File: config.mk
export PLATFORM = sky130hd
export DESIGN_NAME = mem_port_arbiter
export DESIGN_NICKNAME = d
export VERILOG_FILES = /design/src/rtl/mem_port_arbiter.sv
export SDC_FILE = /design/constraint.sdc
export NUM_CORES = 1
export LEC_CHECK = 0
export CAP_MARGIN = 20
export CORE_MARGIN = 10
export CORE_UTILIZATION = 30
export DETAILED_ROUTE_END_ITERATION = 7
export DONT_BUFFER_PORTS = 1
export PLACE_DENSITY = 0.42
export SYNTH_ARGS = -nofsm -noshare
export SYNTH_HDL_FRONTEND = slang
export SYNTH_SLANG_ARGS = --single-unit
export TNS_END_PERCENT = 30
File: constraint.sdc
create_clock -name clk -period 5.2 [get_ports clk]
set_input_delay 0.78 -clock clk [delete_from_list [all_inputs] [get_ports clk]]
set_output_delay 0.78 -clock clk [all_outputs]
set_load 0.01 [all_outputs]
File: src/rtl/mem_port_arbiter.sv
// mem_port_arbiter: arbitrates fetch and load/store requests onto one 1-cycle registered-read memory port.
module mem_port_arbiter #(
   parameter int DEPTH = 4096,
   parameter bit LS_PRIO = 1'b0
) (
   input  logic        clk,
   input  logic        rst,
   input  logic        if_req,
   input  logic [15:0] if_addr,
   output logic        if_gnt,
   output logic        if_rvalid,
   output logic [31:0] if_rdata,
   output logic        if_err,
   input  logic        ls_req,
   input  logic        ls_we,
   input  logic [15:0] ls_addr,
   input  logic [31:0] ls_wdata,
   output logic        ls_gnt,
   output logic        ls_rvalid,
   output logic [31:0] ls_rdata,
   output logic        ls_err,
   output logic [15:0] mem_addr,
   output logic [31:0] mem_data_in,
   output logic        mem_we,
   output logic        mem_re,
   input  logic [31:0] mem_data_out
);
   typedef enum logic [1:0] {IDLE, ACCESS, RESP} state_t;
   localparam logic [16:0] LIM = 17'(DEPTH);
   state_t state, state_n;
   logic last_ls, cur_ls, cur_rd, cur_err;
   logic pick, rd, oor, any;
   logic [15:0] addr;
   // load/store wins ties under priority mode, or when fetch was granted last
   assign any  = if_req | ls_req;
   assign pick = ls_req & (~if_req | LS_PRIO | ~last_ls);
   assign addr = pick ? ls_addr : if_addr;
   assign rd   = pick ? ~ls_we : 1'b1;
   assign oor  = {1'b0, addr} >= LIM;
   always_comb begin
      state_n = state;
      if (state == IDLE) state_n = any ? ACCESS : IDLE;
      else if (state == ACCESS) state_n = RESP;
      else state_n = IDLE;
   end
   always_ff @(posedge clk or posedge rst) begin
      if (rst) state <= IDLE;
      else state <= state_n;
   end
   always_ff @(posedge clk or posedge rst) begin
      if (rst) begin
         if_gnt      <= 1'b0;
         if_rvalid   <= 1'b0;
         if_rdata    <= '0;
         if_err      <= 1'b0;
         ls_gnt      <= 1'b0;
         ls_rvalid   <= 1'b0;
         ls_rdata    <= '0;
         ls_err      <= 1'b0;
         mem_addr    <= '0;
         mem_data_in <= '0;
         mem_we      <= 1'b0;
         mem_re      <= 1'b0;
         last_ls     <= 1'b0;
         cur_ls      <= 1'b0;
         cur_rd      <= 1'b0;
         cur_err     <= 1'b0;
      end else begin
         if_gnt    <= 1'b0;
         ls_gnt    <= 1'b0;
         if_rvalid <= 1'b0;
         ls_rvalid <= 1'b0;
         if_err    <= 1'b0;
         ls_err    <= 1'b0;
         mem_we    <= 1'b0;
         mem_re    <= 1'b0;
         if (state == IDLE && any) begin
            mem_addr    <= addr;
            mem_data_in <= (pick & ls_we) ? ls_wdata : 32'h0;
            mem_we      <= pick & ls_we & ~oor;
            mem_re      <= rd & ~oor;
            if_gnt      <= ~pick;
            ls_gnt      <= pick;
            last_ls     <= pick;
            cur_ls      <= pick;
            cur_rd      <= rd;
            cur_err     <= oor;
         end
         // read data is on mem_data_out during RESP; out-of-range reads return zero
         if (state == RESP) begin
            ls_rvalid <= cur_ls;
            if_rvalid <= ~cur_ls;
            ls_err    <= cur_ls & cur_err;
            if_err    <= ~cur_ls & cur_err;
            if (cur_rd & cur_ls) ls_rdata <= cur_err ? 32'h0 : mem_data_out;
            if (cur_rd & ~cur_ls) if_rdata <= cur_err ? 32'h0 : mem_data_out;
         end
      end
   end
endmodule
Word-level counts from Yosys, hierarchy flattened
Cells that the tools add are included.
W data, S select, Z words.
- register bits after elaboration: 125
- input port bits: 101
- output and inout port bits: 120
- word-level logic and storage cells: 53
- order comparisons: 1
- equality and inequality tests: 2
- mux-type cells: 15
- bitwise logic cells: 15
- reduce and logical (&&, ||, !) cells: 4
- operator list (operator ; number):
    $mux W32 ; 2
    $ge A16 B13 Y1 const B ; 1
    $mux W16 ; 1
    $mux W1 ; 10
    $and A1 B1 Y1 ; 8
    $not A1 Y1 ; 5
    $mux W2 ; 2
    $reduce_and A2 Y1 ; 2
    $eq A2 B1 Y1 const B ; 1
    $eq A2 B2 Y1 const B ; 1
    $logic_not A2 Y1 ; 1
    $or A1 B1 Y1 ; 2
    $logic_and A1 B1 Y1 ; 1

Depth between registers and ports, before layout
Gate-level depths: netlist of the first run.
- depth in word-level cells: 8
- gate-level depth with buffers: 6
- mapped depth without buffers: 4

Worst setup path after synthesis of the first run
Ideal clock, no wire load.
- path type: in2reg
- from: in ls_req
- to: reg mem_addr[10]
- setup time: 0.125 ns
- arrival: 1.725 ns
- required time: 5.075 ns
- setup slack: 3.350 ns
- cell stages on the path: 4
- buffers on the path: 1
- cells stage by stage: a21boi_4 -> buf_6 -> mux2_4 -> mux2_2
- word-level cells in the longest chain between the ends: 2
- elaborated cells on any way between the ends: 4
- classes of those cells: mux (1); bitwise (2); reduce/logical (1)
- ends and longest elaborated chain (what ; line ; RTL):
    from (decl) ; 14 ; input logic ls_req,
    $and A1 B1 Y1 / $or A1 B1 Y1 (equally long branches) ; 36, 35 ;
    $mux W16 / $logic_and A1 B1 Y1 (equally long branches) ; 37, 77 ;
    to (signal assigned) ; 78 ; mem_addr <= addr;
    to (decl) ; 22 ; output logic [15:0] mem_addr,
Parallel ways exist; a longest one is shown, timed or not.
A chain may end at the register's enable or synchronous reset.

==> flow_summary.ini, run 1 <==
[run_status]
run_status = finished clean

[critical_path]
reg2regPathDepth = 4
cp_data_required_time_ns = 5.55
path_class = reg -> reg
arrival_ns = 2.50
critical_path.endpoint = mem_data_in[19]
cp-start-kind = flop
critPathMaxFanout = 27
critical_path.slowest_cell = a21boi_4
rr_endpoint = mem_data_in[19]
cp_cell_sequence = a21boi_4, and3_1, buf_16, a22o_1
ff2ff_setup_slack_ns = 3.05
cp-startpoint = cur_ls
reg2reg_from = cur_ls
crit_path_end_kind = flop
max_stage_delay_ns = 0.74

[cells_and_area]
mostFrequentLayoutCells = dfrtp_1, nand2_1, o21ai_0, nand2b_1, a22o_1
finalNonFillerCells = 634
nNetsFinal = 507
nFillCells = 1602
syn_to_final_growth_pct = 16.2
drive_gt1_share_pct = 17.2
antennaDiodeCount = 0
final_common_cell = dfrtp_1

[job]
max_cap_viol_count = 0

[clock_tree]
cts_tree = built
clock_latency_ns = 0.41
ctsHoldBuffers = 0
ctsResizeCount = 0
cts.sinks = 125
post_cts.repair.setup_buffers = 0
cts.htree.levels = 4
clk_transition_reported_paths_ns = 0.05
ctsRootBufferMaster = clkbuf_16
cts_buffer_depth = 2
numCtsBuffers = 17

[timing]
min_period_over_period_pct = 41.3
worst_slew_pin_slew_ns = 0.956
finalHoldViolCount = 0
tns_ns = 0
rsz0062_at_grt = false
whs_ns = 0.409
drv_slew = 0
setup_violations = 0
fmax_ghz = 0.466
slew_headroom_pct = 36.3
final.setup_skew_ns = 0.00931
period_minus_slack_ns = 2.15

[yosys]
ys_seq_elements = 125
syn_area_um2 = 4940
synth_ff_type = dfrtp_1
ys_seq_area_share_pct = 63.3
yosys.area.top_type_share_pct = 63.3
ys_warn_count = 0
synth_cells = 409
synth_edf_count = 0
synthArstFlopShare_pct = 100
syn_nets = 510
ys_types = 32
syn_area_per_cell_um2 = 12.1
synth_area_leader_cell = dfrtp_1
synth_area_leaders = dfrtp_1, o21ai_0, a22o_1

[floorplanning]
rows = 46
die_area_um2 = 22000
start_util_pct = 30.9
io_pins = 221
die_y_um = 148
die_w_um = 148
core_area_um2 = 16000

[grt]
grt_pass1_wl_um = 20300
grtUsageTotal_pct = 12.0
grt_max_degree = 77
grt_overflow_total = 0
antenna_found_initial = 0
grt_pass1_vias = 3234

[detailed_routing]
wl_per_cell_um = 20.8
drc_errors = 0
first_pass_iters = 4
first_iter_violations = 119
vias_per_cell = 4.77
routed_wl_um = 13200
vias = 3023
detail-route-antenna-nets = 0

[power]
cellPowerDensity_nw_per_um2 = 648
vdd_drop_max_uv = 219
p_leak_uw = 0.00254

[place]
gp_congestion = 0.716
port_buffers = 0
dpl.hpwl_um = 9570
dp_cells = 602

[min_path]
hold_class = in -> async
## flip-flops by register name, summed over array words and instances, names as in the netlist
register and flops:
if_rdata 32, ls_rdata 32, mem_data_in 32, mem_addr 16, state 2, cur_err 1, cur_ls 1, cur_rd 1
if_err 1, if_gnt 1, if_rvalid 1, ls_err 1, ls_gnt 1, ls_rvalid 1, mem_re 1, mem_we 1
## how the worst min path moves through the flow
stage | startpoint | to | cells past startpoint
3_5_place_dp | if_rdata[28] | if_rdata[28] | 2
3_3_place_gp | if_rdata[28] | if_rdata[28] | 2
6_report | rst | mem_addr[1] | 2
5_1_grt | rst | mem_addr[1] | 2
2_1_floorplan | cur_rd | cur_rd | 2
4_1_cts | rst | mem_addr[1] | 2
## worst max-delay path: cells and delay by family (launching register included)
family | cells | cell delay [ns]
AO/OA/AOI/OAI | 2 | 0.88
buffers and inverters | 1 | 0.21
flip-flops | 1 | 0.46
AND/OR/NAND/NOR | 1 | 0.50
## metal layers
layer | track usage [%] | vias up | routed length (um)
li1 | - | 1399 | -
met1 | 13.3 | 1461 | 5140
met2 | 18.2 | 152 | 6110
met3 | 7.34 | 11 | 1760
met4 | 4.81 | 0 | 177
met5 | 0 | - | 0
## Yosys cell counts (all sizes together) (2+ instances only)
cell,number
buf,13
dfrtp,125
nor3b,3
nand2b,34
clkbuf,15
mux2,30
a22o,32
o21ai,65
nand2,64
and2,3
nor3,3
inv,5
nor2,3
a21oi,2
## stage by stage
step | instance area (um^2) | power [uW] | worst slack [ns] | util (%)
CTS | 5710 | 3790 | 2.55 | 35.7
finish | 5740 | 3720 | 3.05 | 35.9
detailed placement | 5130 | 2610 | 2.26 | 32.1
floorplan | 4940 | 2340 | 1.09 | -
global placement | 5100 | 2570 | 2.37 | 31.9
global route | 5740 | 3970 | 2.89 | 35.9
## area by class of cell
type | instances | area [um^2] | area share, %
flip-flops and latches | 125 | 3130 | 54.5
inverters | 5 | 23.8 | 0.414
clock inverters | 10 | 115 | 2.00
repair buffers | 6 | 85.1 | 1.48
well taps | 216 | 270 | 4.71
multi-input cells | 251 | 1650 | 28.7
clock buffers | 21 | 470 | 8.19
## cells by family after synthesis
logic type | after synthesis | synth area share (%)
AOI/OAI and AO/OA | 104 | 13.8
and+or+nand+nor | 116 | 11.5
DFF | 125 | 63.3
buffers and inverters | 33 | 3.42
muxes | 31 | 8.03
## where the power goes
| part | switching, uW | total, uW | internal, uW |
|---|---|---|---|
| sequential | 525 | 1890 | 1360 |
| combinational | 357 | 673 | 317 |
| clock | 421 | 1160 | 739 |
| total | 1300 | 3720 | 2420 |
No activity file was read; power rests on OpenSTA's default activity.
==> run 2, diff against run 1 <==
clock period = 2.2 ns   (was 5.2 ns; I/O delays follow)
==> flow_summary.ini, run 2 (same netlist as run 1, synthesis figures left out) <==
[cells_and_area]
antennaDiodeCount = 0
top_regs = if_rdata (32), ls_rdata (32), mem_data_in (32)
drive_gt1_share_pct = 17.8
nNetsFinal = 511
final_common_cell = dfrtp_1
post-route-cell-area_um2 = 5780
syn_to_final_growth_pct = 16.9
mostFrequentLayoutCells = dfrtp_1, nand2_1, o21ai_0, nand2b_1, a22o_1

[power]
power_uw = 8750
p_leak_uw = 0.00255
vdd_drop_max_uv = 633
cellPowerDensity_nw_per_um2 = 1510

[place]
pre_cts_ws_ns = 0.593
port_buffers = 0
dpl.hpwl_um = 9500
placed_area_um2 = 5200
gp_congestion = 0.715

[detailed_routing]
first_iter_violations = 103
wl_per_cell_um = 20.3
drc_errors = 0
vias_per_cell = 4.71
vias = 3002
detail-route-antenna-nets = 0
first_pass_iters = 4
routed_wl_um = 12900

[critical_path]
cp_data_required_time_ns = 2.49
critical_path.slowest_cell = dfrtp_1
cp_cell_sequence = a21boi_4, buf_12, mux2_2, mux2_2
cp-start-kind = flop
ff2ff_setup_slack_ns = 0.60
max_stage_delay_ns = 0.45
rr_endpoint = mem_addr[14]
path_class = reg -> reg
reg2regPathDepth = 4
crit_top_cell = mux2_2
arrival_ns = 1.89
critPathMaxFanout = 20
crit_path_end_kind = flop
reg2reg_from = cur_ls

[grt]
grtUsageTotal_pct = 11.8
antenna_found_initial = 0
grt_pass1_wl_um = 19900
grt_pass1_vias = 3197
grt_overflow_total = 0
grt_max_degree = 80

[timing]
period_minus_slack_ns = 1.60
tns_ns = 0
finalHoldViolCount = 0
setup_violations = 0
rsz0062_at_grt = false
drv_slew = 0
worst_slew_pin_slew_ns = 0.580
worst_slack_ns = 0.596
fmax_ghz = 0.624
final.setup_skew_ns = 0.00661
min_period_over_period_pct = 72.9
slew_headroom_pct = 61.4

[min_path]
hold_class = in -> reg
hold-path-endpoint = mem_we
hp-start = ls_we
min_path_cells = 2

[clock_tree]
clock_latency_ns = 0.41
ctsRootBufferMaster = clkbuf_16
numCtsBuffers = 17
cts_tree = built
cts_buffer_depth = 2
cts.htree.levels = 4
clk_transition_reported_paths_ns = 0.05
cts.sinks = 125

[run_status]
run_status = finished clean

[job]
max_cap_viol_count = 0

[floorplanning]
rows = 46
io_pins = 221
die_area_um2 = 22000
core_area_um2 = 16000
die_w_um = 148
die_y_um = 148
start_util_pct = 30.9
[run 2: changes by cell type in the layout (fill, tap and decap cells not counted), moves of 2 or more]
cell / delta
clkinvlp_4: +3
clkinv_2: +2
buf_16: -2
clkinv_4: -2
buf_12: +4
clkbuf_8: -2
[run 2: layout make-up]
cell class	instances	area, um^2
clock inverters	12	123
fillers	1621	10200
well taps	216	270
multi-input cells	251	1660
repair buffers	10	128
inverters	5	25.0
clock buffers	19	443
flip-flops and latches	125	3130
[run 2: critical path: cells and delay by family, from the launching register on]
| family | cells | cell delay (ns) |
|---|---|---|
| DFF | 1 | 0.45 |
| muxes | 2 | 0.61 |
| AOI/OAI and AO/OA | 1 | 0.22 |
| buffers and inverters | 1 | 0.21 |
[run 2: worst max path at each step]
stage                        end  slack, ns  depth (start not counted)     start
global route        if_rdata[12]       0.48                          4  state[0]
global placement    if_rdata[15]       0.62                          4  state[0]
floorplan                cur_err       0.33                          1       rst
finish              mem_addr[14]       0.60                          4    cur_ls
CTS                 mem_addr[14]       0.59                          4    cur_ls
detailed placement  mem_addr[14]       0.59                          4    cur_ls
[run 2: repair_timing]
action | in CTS | in global routing
endpoints found under the hold margin | 79 | 0
hold buffers | 1 | 0
setup buffers | 0 | 0
gates resized for setup | 0 | 0
[run 2: per-layer routing]
layer  GRT usage, %  share of wire [%]  up-vias
li1               -                  -     1405
met1           13.9                 40     1431
met2           16.9                 45      153
met3           7.46                 14       13
met4           4.91                1.3        0
met5              0                  0        -
[run 2: power breakdown]
| part | switching [uW] | internal [uW] | leakage, uW |
|---|---|---|---|
| Clock | 991 | 1680 | 0.000266 |
| Sequential | 1240 | 3220 | 0.00165 |
| Combinational | 845 | 787 | 0.000630 |
| Total | 3070 | 5680 | 0.00255 |
[run 2: stage by stage]
step | util, % | cells | hold slack [ns]
detailed placement | 32.5 | 606 | 0.375
CTS | 36.1 | 638 | 0.0245
global route | 36.1 | 638 | 0.0216
finish | 36.1 | 638 | 0.0489
floorplan | - | 409 | 0.450
global placement | 32.5 | 606 | 0.366
